==> src/rtl/divisor_norm_reg.sv <==
// Divisor operand register: accepts a divisor over valid/ready, optionally
// left-normalises it STEP bits per cycle, and holds the result for the divider core.
//
//   state | meaning
//   ------+-------------------------------------------------------------
//   IDLE  | waiting for a divisor; last result still visible on out_*
//   NORM  | shifting out_data left until its MSB is set
//   HOLD  | result valid; waiting for out_ready
module divisor_norm_reg #(
    parameter int WIDTH = 32,
    parameter int STEP  = 1,
    parameter int SHW   = $clog2(WIDTH) + 1
) (
    input  logic             clk,
    input  logic             rst,
    input  logic             in_valid,
    output logic             in_ready,
    input  logic [WIDTH-1:0] in_data,
    input  logic             in_norm,
    output logic             out_valid,
    input  logic             out_ready,
    output logic [WIDTH-1:0] out_data,
    output logic [SHW-1:0]   out_shamt,
    output logic             out_zero,
    output logic             busy
);

    if (WIDTH < 2 || !(STEP == 1 || STEP == 2 || STEP == 4 || STEP == 8) || STEP > WIDTH ||
        SHW != $clog2(WIDTH) + 1) begin : g_bad_param
        $error("divisor_norm_reg: illegal WIDTH/STEP/SHW");
    end

    typedef enum logic [1:0] {IDLE, NORM, HOLD} state_t;

    localparam logic [SHW-1:0] STEP_W = SHW'(STEP);

    state_t           state_q, state_d;
    logic [WIDTH-1:0] data_q, data_d;
    logic [SHW-1:0]   shamt_q, shamt_d;
    logic             zero_q, zero_d;
    logic             valid_q, valid_d;
    logic             busy_q, busy_d;
    logic [SHW-1:0]   lz;
    logic [SHW-1:0]   k;

    function automatic logic [SHW-1:0] count_lz(input logic [WIDTH-1:0] v);
        logic [SHW-1:0] n;
        logic           found;
        n     = '0;
        found = 1'b0;
        for (int i = WIDTH - 1; i >= 0; i--) begin
            if (!found) begin
                if (v[i]) found = 1'b1;
                else      n = n + SHW'(1);
            end
        end
        return n;
    endfunction

    // NORM is only entered with a nonzero value, so lz stays below WIDTH there.
    always_comb begin
        lz = count_lz(data_q);
        k  = (lz < STEP_W) ? lz : STEP_W;
    end

    always_comb begin
        state_d = state_q;
        data_d  = data_q;
        shamt_d = shamt_q;
        zero_d  = zero_q;
        case (state_q)
            IDLE: begin
                if (in_valid) begin
                    data_d  = in_data;
                    shamt_d = '0;
                    zero_d  = (in_data == '0);
                    if (in_data == '0 || !in_norm || in_data[WIDTH-1]) state_d = HOLD;
                    else                                               state_d = NORM;
                end
            end
            NORM: begin
                data_d  = data_q << k;
                shamt_d = shamt_q + k;
                if (lz <= STEP_W) state_d = HOLD;
            end
            HOLD: begin
                if (out_ready) state_d = IDLE;
            end
            default: state_d = IDLE;
        endcase
        valid_d = (state_d == HOLD);
        busy_d  = (state_d == NORM);
    end

    always_ff @(posedge clk or posedge rst) begin
        if (rst) begin
            state_q <= IDLE;
            data_q  <= '0;
            shamt_q <= '0;
            zero_q  <= 1'b0;
            valid_q <= 1'b0;
            busy_q  <= 1'b0;
        end else begin
            state_q <= state_d;
            data_q  <= data_d;
            shamt_q <= shamt_d;
            zero_q  <= zero_d;
            valid_q <= valid_d;
            busy_q  <= busy_d;
        end
    end

    assign in_ready  = (state_q == IDLE) && !rst;
    assign out_valid = valid_q;
    assign out_data  = data_q;
    assign out_shamt = shamt_q;
    assign out_zero  = zero_q;
    assign busy      = busy_q;

endmodule

==> config.mk <==
export PLATFORM = sky130hd
export DESIGN_NAME = divisor_norm_reg
export DESIGN_NICKNAME = d
export VERILOG_FILES = /design/src/rtl/divisor_norm_reg.sv
export SDC_FILE = /design/constraint.sdc
export NUM_CORES = 1
export LEC_CHECK = 0
export CORE_AREA = 8 8 118 131
export CTS_CLUSTER_DIAMETER = 200
export CTS_CLUSTER_SIZE = 28
export DETAILED_ROUTE_END_ITERATION = 12
export DIE_AREA = 0 0 126 139
export GPL_ROUTABILITY_DRIVEN = 0
export HOLD_SLACK_MARGIN = 0.05
export PLACE_DENSITY = 0.77
export SLEW_MARGIN = 10
export SYNTH_ARGS = -nofsm -noshare
export SYNTH_HDL_FRONTEND = slang
export SYNTH_SLANG_ARGS = --single-unit
==> constraint.sdc <==
create_clock -name clk -period 26.2 [get_ports clk]
set_input_delay 6.55 -clock clk [delete_from_list [all_inputs] [get_ports clk]]
set_output_delay 6.55 -clock clk [all_outputs]
set_load 0.01 [all_outputs]
## After elaboration in Yosys (flattened, before gate mapping)

Cells that the tools add are included.

- Output and inout port bits: 42
- Logic and storage cells: 190
- Flip-flop bits (word level): 43

- Reduce and logical (&&, ||, !) cells: 10
- Add/subtract/negate cells: 32
- Muxes and demuxes: 134
- Order comparisons: 2
- Shifts and indexed selects: 1
- Equality and inequality tests: 5

Operator list:

| cell | count |
|---|---|
| 6-bit 2-to-1 mux | 64 |
| 6-bit by 1-bit adder with 6-bit output (second input constant) | 31 |
| 32-bit case mux with 2 select lines | 1 |
| 1-bit 2-to-1 mux | 62 |
| 32-bit zero test | 1 |
| 32-bit 2-to-1 mux | 1 |
| 32-bit by 6-bit left shift with 32-bit output | 1 |
| 6-bit case mux with 2 select lines | 1 |
| 2-bit 2-to-1 mux | 4 |
| 6-bit adder | 1 |
| 6-bit by 1-bit <= comparator with 1-bit output (second input constant) | 1 |
| 6-bit by 1-bit < comparator with 1-bit output (second input constant) | 1 |
| 2-bit case mux with 3 select lines | 1 |
| 2-bit by 1-bit == test with 1-bit output (second input constant) | 2 |
| 2-bit == test (second input constant) | 2 |
| 2-bit AND reduction | 2 |
| 1-bit zero test | 2 |
| 2-bit zero test | 1 |
| 1-bit logical OR | 2 |
| 2-bit != test (second input constant) | 1 |
| 2-bit nonzero test | 1 |
| 1-bit logical AND | 1 |

## Logic depth before layout (Yosys ltp)

- Depth after elaboration: 98
- Gate-level depth with buffers: 119

## Worst setup path after synthesis

OpenSTA, ideal clock, no wires.

- Kind: register -> register
- Start: register data_q[31] (netlist: out_data[31])
- End: register shamt_q[4] (netlist: out_shamt[4])
- Stages on the path, launching flop included: 119
- Arrival: 19.607 ns
- Setup slack: 6.511 ns
- Setup time: 0.083 ns
- Cell sequence: dfrtp_1 -> buf_2 -> nor2_1 -> ha_1 -> o21a_1 -> ha_1 -> a21oi_1 -> a21boi_0 -> ha_1 -> nand2_1 -> nand2_1 -> ha_1 -> nand2b_1 -> a31oi_1 -> ha_1 -> nand2_1 -> o21ai_0 -> ha_1 -> [... 83 more ...] -> nor2_1 -> nand3_1 -> inv_1 -> a21oi_1 -> o32ai_1 -> mux2i_1 -> xnor3_1 -> xor2_2 -> nor2_4 -> inv_2 -> ha_1 -> inv_1 -> fa_1 -> inv_1 -> a21o_1 -> a21oi_1 -> xor2_1 -> o21ai_0

- Cells in the longest elaborated chain, start to end: 98

Ends and longest elaborated chain:

| what | line | text |
|---|---|---|
| start: declaration | 38 | `logic [WIDTH-1:0] data_q, data_d;` |
| start signal: assignment | 105 | `data_q <= data_d;` |
| 1-bit 2-to-1 mux | 53 | `if (v[i]) found = 1'b1;` |
| 6-bit by 1-bit adder with 6-bit output | 54 | `else n = n + SHW'(1);` |
| 6-bit 2-to-1 mux | 53 |  |
| 6-bit 2-to-1 mux | 52 | `if (!found) begin` |
| 6-bit by 1-bit adder with 6-bit output | 54 |  |
| 6-bit 2-to-1 mux | 53 |  |
| 6-bit 2-to-1 mux | 52 |  |
| 6-bit by 1-bit adder with 6-bit output | 54 |  |
| [... 82 more ...] | n/a |  |
| 6-bit 2-to-1 mux | 52 |  |
| 6-bit by 1-bit adder with 6-bit output | 54 |  |
| 6-bit 2-to-1 mux | 53 |  |
| 6-bit 2-to-1 mux * | 52 |  |
| 6-bit by 1-bit < comparator with 1-bit output | 63 | `k = (lz < STEP_W) ? lz : STEP_W;` |
| 6-bit 2-to-1 mux * | 63 |  |
| 6-bit adder * | 83 | `shamt_d = shamt_q + k;` |
| 6-bit case mux with 2 select lines * | 71 | `case (state_q)` |
| end signal: assignment | 106 | `shamt_q <= shamt_d;` |
| end: declaration | 39 | `logic [SHW-1:0] shamt_q, shamt_d;` |

Mark *: on every way between the ends. The rest lies on a longest branch, timed or not.
A chain may end at the register's enable or synchronous reset.

## Worst setup path after layout

- Start: register data_q[30] (netlist: out_data[30])
- End: register shamt_q[5] (netlist: out_shamt[5])

- Cells in the longest elaborated chain, start to end: 96

Ends and longest elaborated chain:

| what | line |
|---|---|
| 6-bit 2-to-1 mux | 53 |
| 6-bit 2-to-1 mux | 52 |
| 6-bit by 1-bit adder with 6-bit output | 54 |
| 6-bit 2-to-1 mux | 53 |
| 6-bit 2-to-1 mux | 52 |
| 6-bit by 1-bit adder with 6-bit output | 54 |
| 6-bit 2-to-1 mux | 53 |
| 6-bit 2-to-1 mux | 52 |
| [... 80 more ...] | n/a |
| 6-bit 2-to-1 mux | 52 |
| 6-bit by 1-bit adder with 6-bit output | 54 |
| 6-bit 2-to-1 mux | 53 |
| 6-bit 2-to-1 mux * | 52 |
| 6-bit by 1-bit < comparator with 1-bit output | 63 |
| 6-bit 2-to-1 mux * | 63 |
| 6-bit adder * | 83 |
| 6-bit case mux with 2 select lines * | 71 |

Marked as above.

==> out/results.ini <==
[timing]
min_period_over_period_pct=84.2
slew_violations=0
final.min_clock_period_ns=22.05
hold_viol=0
worst_pin_slew_ns=1.26
max_freq_mhz=45.4
setup_violations=0
tns_ns=0
fin_skew_ns=0.00479
hold_slack_ns=0.497
grt_setup_unrepaired=no
relSlewSlack_pct=15.9

[critical_path]
r2r_start=out_data[30]$_DFFE_PP0P_
crit_family=adder cells
ff2ff_setup_slack_ns=4.15
crit_top_cell=ha_1
cpMaxStageDelayCell=dfrtp_1
crit_path_end_kind=register
path_max_fanout=26
r2r_cells=119
r2r_end=out_shamt[5]$_DFFE_PP0P_
critical_path_class=reg -> reg
slowest_delay_ns=0.55
critical_path.startpoint=out_data[30]$_DFFE_PP0P_
crit_path_start_kind=register
worstPathArrival_ns=22.25
crit_required_ns=26.40
critical_path_buf_inv_count=4

[synthesis]
synth.distinct_cells=90
ys_ff_latch=43
yosysWarnings=0
synth_top_area_share_pct=15.1
synth-edff-count=0
synth_top_area_cell=dfrtp_1
syn_avg_cell_area_sq_um=7.41
synth.area.top_cells=dfrtp_1, ha_1, nand2_1
async_flop_share_pct=100
syn_area_sq_um=7120
netlist_instances=961
yosysSeqAreaShare_pct=15.1
synth_top_flop_cell=dfrtp_1

[drt]
ant_nets=0
wl_microns=20000
vias=7298
wl_per_cell_microns=17.2
drc=0
firstDrtPassIters=5
drtIter0Drc=579
vias_per_cell=6.27

[floorplan]
ios=79
die_area_sq_um=17500
initial_core_util_pct=53.1
die_y_microns=139
die_w_microns=126
fp-row-count=45
core-area_sq_um=13400

[worst_hold_path]
hold_depth=1
holdCritPathClass=reg -> reg
worstHoldStart=out_shamt[5]$_DFFE_PP0P_
min_to=out_shamt[5]$_DFFE_PP0P_

[finish]
nets=1072
drive_above_1_share_pct=6.60
area_growth_pct=13.9
n_antenna_cell=0
fin_area_sq_um=8110

[clocking]
cts-resized-gates=0
postCtsSetupRepairBufs=0
clk_latency_ns=0.29
h-tree-depth=2
clockBufferDepth=2
cts_buffers=5
cts_tree=yes
cts-root-buf=clkbuf_16
postCtsHoldBufs=0
clkTransAtPathRegs_ns=0.06
clock-sinks=43

[pwr]
clkPwrFrac_pct=7.4
combPwrFrac_pct=74.7
switching_share_pct=53.3
intPower_mw=0.454
switching_power_mw=0.517
p_per_area_nw_per_um2=120
p_seq_share_pct=18.0
p_leak_nw=3.20
ir_worst_vdd_mv=0.0892

[run_status]
outcome=complete, no violations

[global_routing]
grt_usage_pct=22.0
grt_pass1_vias=6771
grt_max_degree=56
grt-ovfl-total=0
grt_pass1_wl_microns=33200
antenna_found_initial=0

[placed_design]
place_hpwl_microns=15100
port-buffer-count=78
dpl-instance-area_sq_um=7940

[flow_run]
cap_violations=0

==> area by class of cell <==
cell class              count  area (sq um)
multi-input cells         838          5740
well taps                 164           205
inverters                  28           105
clock inverters             3          43.8
fillers                  1249          5290
clock buffers               5           125
repair buffers             83           818
flip-flops and latches     43          1080
==> metal layers <==
metal / global-route usage (%) / up-vias / part of all wire, %
met4: 5.96 / 0 / 2.0
met5: 0 / - / 0
met2: 37.7 / 264 / 49
met3: 2.23 / 31 / 5.3
met1: 28.7 / 3444 / 44
li1: - / 3559 / -
==> per-stage QoR <==
step	util, %	setup WS [ns]	instances	power (mW)
floorplan	-	6.51	964	0.694
global placement	59.3	4.93	1156	0.873
detailed placement	59.3	4.37	1156	0.885
CTS	60.5	4.29	1164	0.961
global route	60.5	2.21	1164	1.06
finish	60.5	4.15	1164	0.971
==> logic make-up (layout without fill, tap and decap cells) <==
logic type               after synthesis  count (layout)  share of synthesized area [%]
other                                  2               5                          0.105
XOR/XNOR                              97              97                           15.6
flip-flops                            43              43                           15.1
AO/OA/AOI/OAI                        216             216                           19.9
adder cells (fa/ha/maj)               37              37                           6.57
buffers and inverters                 83             119                           4.59
AND/OR/NAND/NOR                      460             460                           34.8
multiplexers                          23              23                           3.36
==> power groups by stage <==
stage / Sequential (mW) / Clock [mW] / Combinational [mW]
after detailed placement: 0.174 / 0 / 0.712
after CTS: 0.173 / 0.0720 / 0.717
after global placement: 0.174 / 0 / 0.699
after floorplan: 0.137 / 0 / 0.558
after global routing: 0.181 / 0.0759 / 0.799
final: 0.174 / 0.0715 / 0.725
==> flip-flops by register name (all words and copies together), names as in the netlist <==
signal / count
out_data: 32
out_shamt: 6
state_q: 2
busy: 1
out_valid: 1
out_zero: 1
==> how the worst max path moves through the flow <==
stage / to / slack (ns) / cells after the start
floorplan: out_shamt[4]$_DFFE_PP0P_ / 6.51 / 118
global placement: out_shamt[5]$_DFFE_PP0P_ / 4.93 / 119
detailed placement: out_shamt[5]$_DFFE_PP0P_ / 4.37 / 119
CTS: out_shamt[5]$_DFFE_PP0P_ / 4.29 / 119
global route: out_shamt[5]$_DFFE_PP0P_ / 2.21 / 119
finish: out_shamt[5]$_DFFE_PP0P_ / 4.15 / 119
==> worst reg2reg max path, delay by kind of cell, from the launching register on <==
family / cells / cell delay, ns
fa+ha+maj: 30 / 9.12
simple gates: 39 / 4.08
buf+inv: 4 / 0.61
compound gates: 28 / 4.32
mux: 13 / 2.14
flops: 1 / 0.55
xor+xnor: 5 / 1.14
==> cells in the mapped netlist, drive strengths merged (3+ instances only) <==
| cell type | instances |
|---|---|
| nand2b | 23 |
| a21o | 12 |
| nand4 | 24 |
| or2 | 6 |
| nand2 | 112 |
| a311oi | 4 |
| and2 | 23 |
| inv | 28 |
| buf | 10 |
| or3 | 9 |
| o311ai | 17 |
| nand3b | 5 |
| o22ai | 8 |
| a21oi | 50 |
| xnor3 | 10 |
| o31a | 3 |
| nor4b | 5 |
| o21a | 7 |
| clkbuf | 45 |
| nand3 | 64 |
| mux2 | 7 |
| o21ai | 66 |
| nor3b | 9 |
| ha | 35 |
| a211oi | 6 |
| nor2b | 24 |
| mux2i | 16 |
| a31oi | 6 |
| a21boi | 5 |
| xor2 | 35 |
| and3 | 22 |
| nor2 | 72 |
| dfrtp | 43 |
| nor3 | 30 |
| o211ai | 9 |
| o2111ai | 3 |
| xnor2 | 51 |
| nor4 | 19 |
| or4 | 4 |
==> layout by cell type, fill, tap and decap left out, types with 8 or more instances in the layout <==
cell type	n
a21o_1	12
a21oi_1	49
and2_1	23
and3_1	22
clkdlybuf4s50_1	78
dfrtp_1	43
ha_1	35
inv_1	26
mux2i_1	16
nand2_1	112
nand2b_1	22
nand3_1	64
nand4_1	23
nor2_1	69
nor2b_1	23
nor3_1	27
nor3b_1	8
nor4_1	16
o211ai_1	9
o21ai_0	63
o22ai_1	8
o311ai_0	9
o311ai_1	8
xnor2_1	47
xor2_1	30
Note: power is estimated with default switching activity, not from simulation.
